==> config.mk <==
export PLATFORM = sky130hd
export DESIGN_NAME = key_debouncer
export DESIGN_NICKNAME = d
export VERILOG_FILES = /design/src/rtl/key_pkg.sv /design/src/rtl/key_debounce_cell.sv /design/src/rtl/key_debouncer.sv
export SDC_FILE = /design/constraint.sdc
export NUM_CORES = 1
export LEC_CHECK = 0
export BUFFER_PORTS_ARGS = -buffer_cell sky130_fd_sc_hd__buf_2
export CORE_AREA = 5 5 117 91
export CTS_BUF_LIST = sky130_fd_sc_hd__clkbuf_4 sky130_fd_sc_hd__clkbuf_8 sky130_fd_sc_hd__clkbuf_16
export CTS_CLUSTER_SIZE = 30
export DETAILED_ROUTE_END_ITERATION = 10
export DIE_AREA = 0 0 122 96
export PLACE_DENSITY_LB_ADDON = 0.12
export SLEW_MARGIN = 20
export SYNTH_ARGS = -nofsm -noshare
export SYNTH_HDL_FRONTEND = slang
export SYNTH_SLANG_ARGS = --single-unit
==> constraint.sdc <==
create_clock -name clk -period 1.75 [get_ports clk]
set_input_delay 0 -clock clk [delete_from_list [all_inputs] [get_ports clk]]
set_output_delay 0 -clock clk [all_outputs]
set_load 0.01 [all_outputs]
==> src/rtl/key_pkg.sv <==
// rtl/key_pkg.sv - shared key debounce state encoding and 50 MHz timing defaults
package key_pkg;

   typedef enum logic [1:0] {
      ST_RELEASED     = 2'd0,
      ST_PRESS_WAIT   = 2'd1,
      ST_PRESSED      = 2'd2,
      ST_RELEASE_WAIT = 2'd3
   } key_state_t;

   localparam int DEF_DEBOUNCE_CYCLES = 500000;
   localparam int DEF_REPEAT_DELAY    = 25000000;
   localparam int DEF_REPEAT_PERIOD   = 5000000;

endpackage

==> src/rtl/key_debounce_cell.sv <==
// rtl/key_debounce_cell.sv - one key: 2-flop sync, debounce FSM, press/release/repeat pulses
module key_debounce_cell
   import key_pkg::*;
#(
   parameter int ACTIVE_LOW      = 1,
   parameter int DEBOUNCE_CYCLES = DEF_DEBOUNCE_CYCLES,
   parameter int REPEAT_EN       = 0,
   parameter int REPEAT_DELAY    = DEF_REPEAT_DELAY,
   parameter int REPEAT_PERIOD   = DEF_REPEAT_PERIOD
) (
   input  logic clk,
   input  logic rst,
   input  logic key_raw,
   output logic keypress,
   output logic key_press,
   output logic key_release
);

   localparam int CW   = $clog2(DEBOUNCE_CYCLES + 1);
   localparam int RMAX = (REPEAT_DELAY > REPEAT_PERIOD) ? REPEAT_DELAY : REPEAT_PERIOD;
   localparam int RW   = $clog2(RMAX + 1);

   localparam logic [CW-1:0] CNT_LAST = CW'(DEBOUNCE_CYCLES - 1);
   localparam logic [RW-1:0] DLY_LAST = RW'(REPEAT_DELAY - 1);
   localparam logic [RW-1:0] PER_LAST = RW'(REPEAT_PERIOD - 1);
   localparam logic          POL      = (ACTIVE_LOW != 0);
   localparam logic          REP_ON   = (REPEAT_EN != 0);

   logic          s0, s1;
   key_state_t    state, state_n;
   logic [CW-1:0] cnt, cnt_n;
   logic [RW-1:0] rcnt, rcnt_n;
   logic          rep, rep_n;
   logic          lvl_n, press_n, rel_n;

   always_ff @(posedge clk) begin
      if (rst) begin
         s0          <= 1'b0;
         s1          <= 1'b0;
         state       <= ST_RELEASED;
         cnt         <= '0;
         rcnt        <= '0;
         rep         <= 1'b0;
         keypress    <= 1'b0;
         key_press   <= 1'b0;
         key_release <= 1'b0;
      end else begin
         s0          <= key_raw ^ POL;
         s1          <= s0;
         state       <= state_n;
         cnt         <= cnt_n;
         rcnt        <= rcnt_n;
         rep         <= rep_n;
         keypress    <= lvl_n;
         key_press   <= press_n;
         key_release <= rel_n;
      end
   end

   always_comb begin
      state_n = state;
      cnt_n   = cnt;
      rcnt_n  = rcnt;
      rep_n   = rep;
      lvl_n   = keypress;
      press_n = 1'b0;
      rel_n   = 1'b0;
      case (state)
         ST_RELEASED: begin
            if (s1) begin
               state_n = ST_PRESS_WAIT;
               cnt_n   = '0;
            end
         end
         ST_PRESS_WAIT: begin
            if (!s1) begin
               state_n = ST_RELEASED;
               cnt_n   = '0;
            end else if (cnt == CNT_LAST) begin
               state_n = ST_PRESSED;
               cnt_n   = '0;
               rcnt_n  = '0;
               rep_n   = 1'b0;
               lvl_n   = 1'b1;
               press_n = 1'b1;
            end else begin
               cnt_n = cnt + 1'b1;
            end
         end
         ST_PRESSED: begin
            if (!s1) begin
               state_n = ST_RELEASE_WAIT;
               cnt_n   = '0;
            end else if (REP_ON) begin
               // first repeat waits the long delay, later ones the short period
               if (rcnt == (rep ? PER_LAST : DLY_LAST)) begin
                  press_n = 1'b1;
                  rcnt_n  = '0;
                  rep_n   = 1'b1;
               end else begin
                  rcnt_n = rcnt + 1'b1;
               end
            end
         end
         ST_RELEASE_WAIT: begin
            if (s1) begin
               state_n = ST_PRESSED;
               cnt_n   = '0;
               rcnt_n  = '0;
               rep_n   = 1'b0;
            end else if (cnt == CNT_LAST) begin
               state_n = ST_RELEASED;
               cnt_n   = '0;
               lvl_n   = 1'b0;
               rel_n   = 1'b1;
            end else begin
               cnt_n = cnt + 1'b1;
            end
         end
         default: begin
            state_n = ST_RELEASED;
            cnt_n   = '0;
         end
      endcase
   end

endmodule

==> src/rtl/key_debouncer.sv <==
// rtl/key_debouncer.sv - N independent debounced keys for keypad display and game input
module key_debouncer
   import key_pkg::*;
#(
   parameter int N_KEYS          = 4,
   parameter int ACTIVE_LOW      = 1,
   parameter int DEBOUNCE_CYCLES = DEF_DEBOUNCE_CYCLES,
   parameter int REPEAT_EN       = 0,
   parameter int REPEAT_DELAY    = DEF_REPEAT_DELAY,
   parameter int REPEAT_PERIOD   = DEF_REPEAT_PERIOD
) (
   input  logic              clk,
   input  logic              rst,
   input  logic [N_KEYS-1:0] keys_raw,
   output logic [N_KEYS-1:0] keypresses,
   output logic [N_KEYS-1:0] key_press,
   output logic [N_KEYS-1:0] key_release
);

   for (genvar i = 0; i < N_KEYS; i++) begin : g_key
      key_debounce_cell #(
         .ACTIVE_LOW      (ACTIVE_LOW),
         .DEBOUNCE_CYCLES (DEBOUNCE_CYCLES),
         .REPEAT_EN       (REPEAT_EN),
         .REPEAT_DELAY    (REPEAT_DELAY),
         .REPEAT_PERIOD   (REPEAT_PERIOD)
      ) u_cell (
         .clk         (clk),
         .rst         (rst),
         .key_raw     (keys_raw[i]),
         .keypress    (keypresses[i]),
         .key_press   (key_press[i]),
         .key_release (key_release[i])
      );
   end

endmodule
==> run_results.csv, run 1 <==
group,metric,value,unit
status,status,"finished, violations left",
status,violations,"setup timing",
critical_path,end_kind,"flip-flop",
power,p_int,3640,µW
cts,worstSkewPairLatency,350,ps
die,fp.dieW,122,µm
critical_path,crit_chain,"or4b_4 -> nor4_4 -> a211oi_4 -> buf_12 -> a21o_1 -> a22o_1",
logic_synthesis,ys_seq_area_frac,0.409,
power,powerDensity,701,nW/µm²
global_routing,grt-ovfl-total,0,
power,p_leak,0.00263,µW
logic_synthesis,netlist_area,5090,µm²
worst_hold_path,worstHoldStart,"rst",
die,rows,31,
cts,cts_max_level,3,
logic_synthesis,syn_avg_cell_area,8.66,µm²
critical_path,reg2reg_setup_slack,-110,ps
finish,regArea,2090,µm²
timing,tns,-1200,ps
timing,worst_pin_slew,468,ps
critical_path,critPathMaxFanout,7,
finish,n_antenna_cell,0,
critical_path,r2r-end,"g_key[2].u_cell.cnt[9]$_SDFFE_PP0P_",
route,post-route-drc-count,0,
timing,grt_setup_unrepaired,"true",
timing,finalHoldViolations,0,
critical_path,path_class,"reg2reg",
run,max_cap_viol_count,0,
finish,fill_cells,709,
power,p_switching,1050,µW
cts,cts.sinks,104,
worst_hold_path,hold_class,"in2reg",
critical_path,r2r_start,"g_key[2].u_cell.cnt[12]$_SDFFE_PP0P_",
global_routing,grt_max_degree,29,
worst_hold_path,whs_path_depth,3,
route,routed_wl,12800,µm
cts,cts_tree,"done",
route,drtIter0Drc,414,
timing,fmax,539,MHz
die,io_pins,18,
logic_synthesis,synthCells,588,
finish,final_cell_area,6690,µm²
die,initial_core_util,0.540,
timing,min_period,1860,ps
critical_path,cp.required,1990,ps
finish,finalNetCount,706,
finish,synthToLayoutAreaGrowth,31.5,%
die,fp.dieArea,11700,µm²
place,portBuffers,17,
timing,holdWs,125,ps
finish,multi_input_area,3000,µm²
route,num_vias,4795,
timing,max_slew_margin,0.686,
cts,cts_buffers,9,
logic_synthesis,ys_ff_latch,104,
die,core,9430,µm²
route,first_pass_iters,5,
cts,cts_buffer_depth,2,
power,p_clk_frac,0.441,
worst_hold_path,whs_endpoint,"g_key[1].u_cell.cnt[1]$_SDFFE_PP0P_",
critical_path,worst_ep_arrival_time,2090,ps
global_routing,grt_pass1_wl,20300,µm
logic_synthesis,synth-main-ff-cell,"dfxtp_1",
logic_synthesis,synth.top_cell.area_share,0.409,
cts,path_clk_slew,70,ps
power,totalPowerFinal,4690,µW
logic_synthesis,synthArstFlopShare,0,
critical_path,cpPeakStageDelay,540,ps
place,hpwl,8220,µm
timing,fin_crit_sh,1.06,
critical_path,worstRegToRegCells,6,
logic_synthesis,synth.net_count,598,
logic_synthesis,synth.distinct_cells,67,
timing,setup_viol,24,
logic_synthesis,yosys-top-cells-area,"dfxtp_1, nor2_1, nand3_1",
timing,worst_slack,-105,ps
global_routing,grt_antenna_before_repair,0,
power,irDropWorstVdd,0.649,mV
global_routing,grt_pass1_vias,4421,
die,die_y,96,µm
finish,drive_gt1_frac,0.300,
global_routing,grt_usage,0.213,
place,dpl-instance-area,5820,µm²
logic_synthesis,yosysTopAreaCell,"dfxtp_1",
logic_synthesis,synth-edff-count,0,
route,ant_nets,0,
timing,slew_viol_final,0,
power,sequentialPowerShare,0.513,
critical_path,worstSetupStartpointType,"flip-flop",
route,routed_via_density,5.76,
logic_synthesis,yosys_warnings,0,
place,gp_congestion,0.878,
power,swShare,0.225,
critical_path,slowest_stage,"or4b_4",
timing,fin_skew,4.01,ps
route,wl_per_cell,15.4,µm
power,combPwrFrac,0.047,
cts,cts-root-buf,"clkbuf_16",
-- placed cells by master (no fill, tap or decap), types with 5 or more instances in the layout --
master / Yosys / final
a21oi_1: 38 / 23
a21oi_2: 1 / 15
a22o_1: 10 / 10
a22oi_1: 5 / 5
a31oi_1: 30 / 29
and3_1: 14 / 11
and4_1: 6 / 5
buf_2: 3 / 17
buf_4: 13 / 90
buf_6: 5 / 15
clkbuf_16: 0 / 10
dfxtp_1: 104 / 96
dfxtp_2: 0 / 7
dlygate4sd3_1: 0 / 5
inv_1: 10 / 10
mux2i_1: 16 / 16
nand2_1: 45 / 44
nand2b_1: 5 / 5
nand3_1: 43 / 38
nand4_1: 22 / 22
nor2_1: 58 / 57
nor2b_1: 9 / 9
nor3_1: 11 / 10
nor4_1: 8 / 6
o21ai_0: 20 / 19
xnor2_1: 8 / 8
xor2_1: 13 / 13
-- area by class of cell --
class | instances | share of cell area
Clock buffer | 10 | 0.0357
Clock inverter | 6 | 0.00991
Inverter | 10 | 0.00561
Multi-Input combinational cell | 439 | 0.448
Sequential cell | 104 | 0.313
Tap cell | 132 | 0.0247
Timing Repair Buffer | 132 | 0.163
-- worst max-delay path by stage --
stage | startpoint | to | depth (start not counted)
2_1_floorplan | g_key[3].u_cell.cnt[0]$_SDFFE_PP0P_ | g_key[3].u_cell.cnt[9]$_SDFFE_PP0P_ | 9
4_1_cts | g_key[2].u_cell.cnt[12]$_SDFFE_PP0P_ | g_key[2].u_cell.cnt[9]$_SDFFE_PP0P_ | 6
3_3_place_gp | g_key[2].u_cell.cnt[12]$_SDFFE_PP0P_ | g_key[2].u_cell.key_release$_SDFF_PP0_ | 5
6_report | g_key[2].u_cell.cnt[12]$_SDFFE_PP0P_ | g_key[2].u_cell.cnt[9]$_SDFFE_PP0P_ | 6
5_1_grt | g_key[2].u_cell.cnt[12]$_SDFFE_PP0P_ | g_key[2].u_cell.cnt[14]$_SDFFE_PP0P_ | 6
3_5_place_dp | g_key[2].u_cell.cnt[12]$_SDFFE_PP0P_ | g_key[2].u_cell.key_release$_SDFF_PP0_ | 5
-- per-layer routing --
| layer | track usage | vias to the layer above | routed length [µm] |
|---|---|---|---|
| met5 | 0 | - | 0 |
| met1 | 0.282 | 2304 | 6160 |
| met2 | 0.352 | 95 | 6080 |
| li1 | - | 2380 | - |
| met3 | 0.0458 | 16 | 427 |
| met4 | 0.0644 | 0 | 163 |
-- sequential cells by signal, summed over array words and instances, names as in the netlist, named ones only --
signal	count
g_key.u_cell.state	4
g_key.u_cell.key_press	4
g_key.u_cell.keypress	4
g_key.u_cell.s0	4
g_key.u_cell.cnt	76
g_key.u_cell.s1	4
g_key.u_cell.key_release	4
-- kinds of logic (layout without fill, tap and decap cells) --
group,count (synthesis),after routing,synth area share
compound gates,132,133,0.169
xor+xnor,24,24,0.0457
fa+ha+maj,4,4,0.00983
buf+inv,46,158,0.0541
flops,104,104,0.409
mux,16,16,0.0315
simple gates,262,262,0.281
-- power by group through the flow --
stage                     clock (µW)  sequential [µW]  combinational (µW)
after floorplan                    0             2460                 126
after global placement             0             2460                 191
after detailed placement           0             2460                 195
after CTS                       2120             2410                 209
after global routing            2210             2410                 239
final                           2070             2400                 219
-- cells in the mapped netlist, drive strengths merged, types with 2 or more instances --
| cell | n |
|---|---|
| a211oi | 3 |
| a21o | 4 |
| a21oi | 39 |
| a221o | 2 |
| a22o | 11 |
| a22oi | 5 |
| a31oi | 30 |
| a41oi | 5 |
| and3 | 15 |
| and3b | 3 |
| and4 | 7 |
| and4b | 2 |
| buf | 22 |
| clkbuf | 14 |
| dfxtp | 104 |
| ha | 4 |
| inv | 10 |
| mux2i | 16 |
| nand2 | 46 |
| nand2b | 5 |
| nand3 | 43 |
| nand3b | 4 |
| nand4 | 22 |
| nand4b | 2 |
| nor2 | 59 |
| nor2b | 9 |
| nor3 | 12 |
| nor3b | 6 |
| nor4 | 9 |
| nor4b | 3 |
| o21ai | 24 |
| o31a | 2 |
| o31ai | 2 |
| or2 | 2 |
| or2b | 3 |
| or3 | 4 |
| xnor2 | 8 |
| xor2 | 16 |
-- through the flow --
| step | instances | setup slack [ps] | util |
|---|---|---|---|
| CTS | 818 | -96.4 | 0.674 |
| finish | 833 | -105 | 0.710 |
| floorplan | 588 | -8.55 | - |
| global route | 833 | -174 | 0.710 |
| global placement | 788 | -86.1 | 0.617 |
| detailed placement | 788 | -129 | 0.617 |
-- worst max-delay path, delay by kind of cell (launching register included) --
family / cells / cell delay [ps]
DFF: 1 / 320
and+or+nand+nor: 2 / 760
buffers and inverters: 1 / 160
AOI/OAI and AO/OA: 3 / 510
-- repair_timing --
action,4_1_cts,5_1_grt
setup buffers,6,14
hold buffers,5,0
gates resized for setup,13,61
setup endpoints to repair,27,64
hold endpoints to repair,4,0
cloned,3,3
pin swaps,1,25
Note: power is estimated with default switching activity, not from simulation.
==> run 2, diff against run 1 <==
- CORE_AREA: 5 5 117 91 -> 5 5 117 92
- DIE_AREA: 0 0 122 96 -> 0 0 122 97
- SYNTH_HIERARCHICAL: not set -> 1
==> run 2 against run 1 <==
The run still ends with setup timing left. Worst setup slack better by 99 ps. Non-clock buffer count grew 7. Clock skew increased by 2.3 ps. Cell count grew 4.1%. Routed wire length increased by 4.8%. Core utilization rose by 2.9 points. Register-to-register slack gained 99 ps. First-iteration DRC count down 16%. Count of clock-buffer cells in the layout increased by 4. Sequential power about the same. Clock power up 9%. Highest routed layer unchanged.
==> run_results.csv, run 2 <==
group,metric,value,unit
finish,drive_gt1_frac,0.335,
timing,setup_viol,1,
route,wl_per_cell,15.5,µm
route,first_pass_iters,5,
finish,largest_register_ffs,76,
cts,cts_tree,"done",
timing,fin_crit_sh,1.00,
route,drtIter0Drc,346,
logic_synthesis,synth.top_cell.area_share,0.403,
route,num_vias,5042,
die,fp.dieArea,11800,µm²
finish,n_antenna_cell,0,
status,status,"finished, violations left",
critical_path,cp.required,1980,ps
timing,max_slew_margin,0.756,
route,post-route-drc-count,0,
cts,worstSkewPairLatency,340,ps
cts,cts-root-buf,"clkbuf_16",
logic_synthesis,synth_xor_area_frac,0.0329,
logic_synthesis,synth_fa_ha_area_frac,0.00968,
global_routing,grt_pass1_vias,4708,
place,hpwl,8940,µm
finish,final_common_cell,"buf_4",
timing,tns,-5.85,ps
timing,fin_skew,6.26,ps
run,max_cap_viol_count,0,
die,rows,31,
logic_synthesis,ys_ff_latch,104,
cts,cts.sinks,104,
critical_path,path_class,"reg2reg",
timing,slew_viol_final,0,
worst_hold_path,whs_path_depth,3,
logic_synthesis,synth.most_common_cell,"dfxtp_1",
logic_synthesis,synthTopCellsByCount,"dfxtp_1, a21oi_1, o21ai_0, nand2_1, nand3_1",
place,portBuffers,17,
die,initial_core_util,0.549,
global_routing,grt_max_degree,21,
finish,final_cell_area,6970,µm²
die,die_y,97,µm
timing,worst_pin_slew,364,ps
logic_synthesis,yosys_warnings,6,
logic_synthesis,muxShareOfSynthArea,0.0232,
logic_synthesis,ys_seq_area_frac,0.403,
power,irDropWorstVdd,0.459,mV
finish,finalNetCount,740,
critical_path,worstRegToRegCells,7,
logic_synthesis,synth-compound-area-share,0.185,
worst_hold_path,hold_class,"in2reg",
logic_synthesis,netlist_area,5170,µm²
power,p_leak,0.00284,µW
place,gp_congestion,0.926,
cts,cts_max_level,3,
route,routed_wl,13400,µm
cts,cts_buffers,9,
route,ant_nets,0,
finish,top_register,"g_key.u_cell/cnt",
logic_synthesis,synth_simple_gate_area_frac,0.311,
critical_path,critPathMaxFanout,5,
global_routing,grt_pass1_wl,21600,µm
die,core,9430,µm²
logic_synthesis,synth_top_family_by_area,"simple AND/OR/NAND/NOR gates",
global_routing,grt_usage,0.219,
timing,finalHoldViolations,0,
logic_synthesis,synthArstFlopShare,0,
cts,cts_buffer_depth,2,
timing,fmax,570,MHz
critical_path,end_kind,"flip-flop",
critical_path,worst_ep_arrival_time,1990,ps
timing,worst_slack,-5.85,ps
timing,min_period,1760,ps
global_routing,grt-ovfl-total,0,
logic_synthesis,synth.distinct_cells,41,
cts,path_clk_slew,70,ps
global_routing,grt_antenna_before_repair,0,
logic_synthesis,yosys-top-cells-area,"dfxtp_1, a21oi_1, o21ai_0",
logic_synthesis,synth.net_count,610,
power,powerDensity,702,nW/µm²
place,dpl-instance-area,6050,µm²
logic_synthesis,syn_avg_cell_area,8.62,µm²
finish,synthToLayoutAreaGrowth,34.9,%
die,io_pins,18,
finish,layout_common_cells,"buf_4, dfxtp_1, a21oi_1",
die,fp.dieW,122,µm
status,violations,"setup timing",
timing,grt_setup_unrepaired,"true",
logic_synthesis,synthCells,600,
power,totalPowerFinal,4900,µW
logic_synthesis,synth-edff-count,0,
route,routed_via_density,5.82,
logic_synthesis,yosysTopAreaCell,"dfxtp_1",
logic_synthesis,synth-main-ff-cell,"dfxtp_1",
critical_path,worstSetupStartpointType,"flip-flop",
==> run 2: per-stage QoR <==
stage	worst slack, ps	instances	utilization	hold slack, ps
after CTS	-5.14	854	0.694	329
after detailed placement	15.9	825	0.641	154
after global placement	41.4	825	0.641	152
after floorplan	1.57	600	-	66.7
after global routing	-87.7	867	0.740	349
final	-5.85	867	0.740	336
==> run 2: cells by family (layout without fill, tap and decap cells) <==
group | count (synthesis) | count (layout)
and+or+nand+nor | 260 | 260
adders and majority gates | 4 | 4
buffers and inverters | 44 | 179
muxes | 12 | 12
DFF | 104 | 104
xor gates and xnor gates | 16 | 16
AOI/OAI and AO/OA | 160 | 160
==> run 2: path summary, 6_finish.rpt <==
| path | to | slack (ps) | from |
|---|---|---|---|
| setup / recovery | g_key[1].u_cell/cnt[6]$_SDFFE_PP0P_ | -6 | g_key[1].u_cell/cnt[0]$_SDFFE_PP0P_ |
| hold / removal | g_key[2].u_cell/s0$_SDFF_PP0_ | 340 | keys_raw[2] |
| setup reg to reg | g_key[1].u_cell/cnt[6]$_SDFFE_PP0P_ | -6 | g_key[1].u_cell/cnt[0]$_SDFFE_PP0P_ |
| hold reg to reg | g_key[3].u_cell/s1$_SDFF_PP0_ | 440 | g_key[3].u_cell/s0$_SDFF_PP0_ |
==> run 2: what timing repair did <==
item	4_1_cts	5_1_grt
endpoints found under the setup margin	3	69
hold buffers	5	0
endpoints found under the hold margin	5	0
pin swaps	5	43
cloned	0	1
setup buffers	8	13
gates resized for setup	11	92
==> run 2: where the power goes <==
part,internal (µW),switching [µW],total [µW],leakage [µW]
Clock,1400,859,2260,0.000170
Sequential,2380,16.8,2400,0.000851
Combinational,102,131,233,0.00182
==> run 2: per-layer routing <==
metal  vias to the layer above  global-route usage  routed length (µm)
li1                       2487                   -                   -
met1                      2400               0.287                6090
met2                       133               0.354                6480
met3                        22              0.0437                 634
met4                         0              0.0827                 232
met5                         -                   0                   0
==> run 2: worst max-delay path, cell delays in order, from the launching register on <==
cell	delay (ps)
dfxtp_2	360
ha_4	150
nand4_4	130
nor4_4	370
a21o_1	240
buf_6	140
o21ai_2	50
a22o_1	210
==> run 2: cell type report <==
type / instances / area [µm²]
sequential: 104 / 2110
fill: 699 / 2450
clock inverter: 2 / 60.1
multi-input combinational: 452 / 3210
clock buffer: 14 / 282
timing repair buffer: 139 / 1050
tap: 132 / 165
inverter: 24 / 90.1
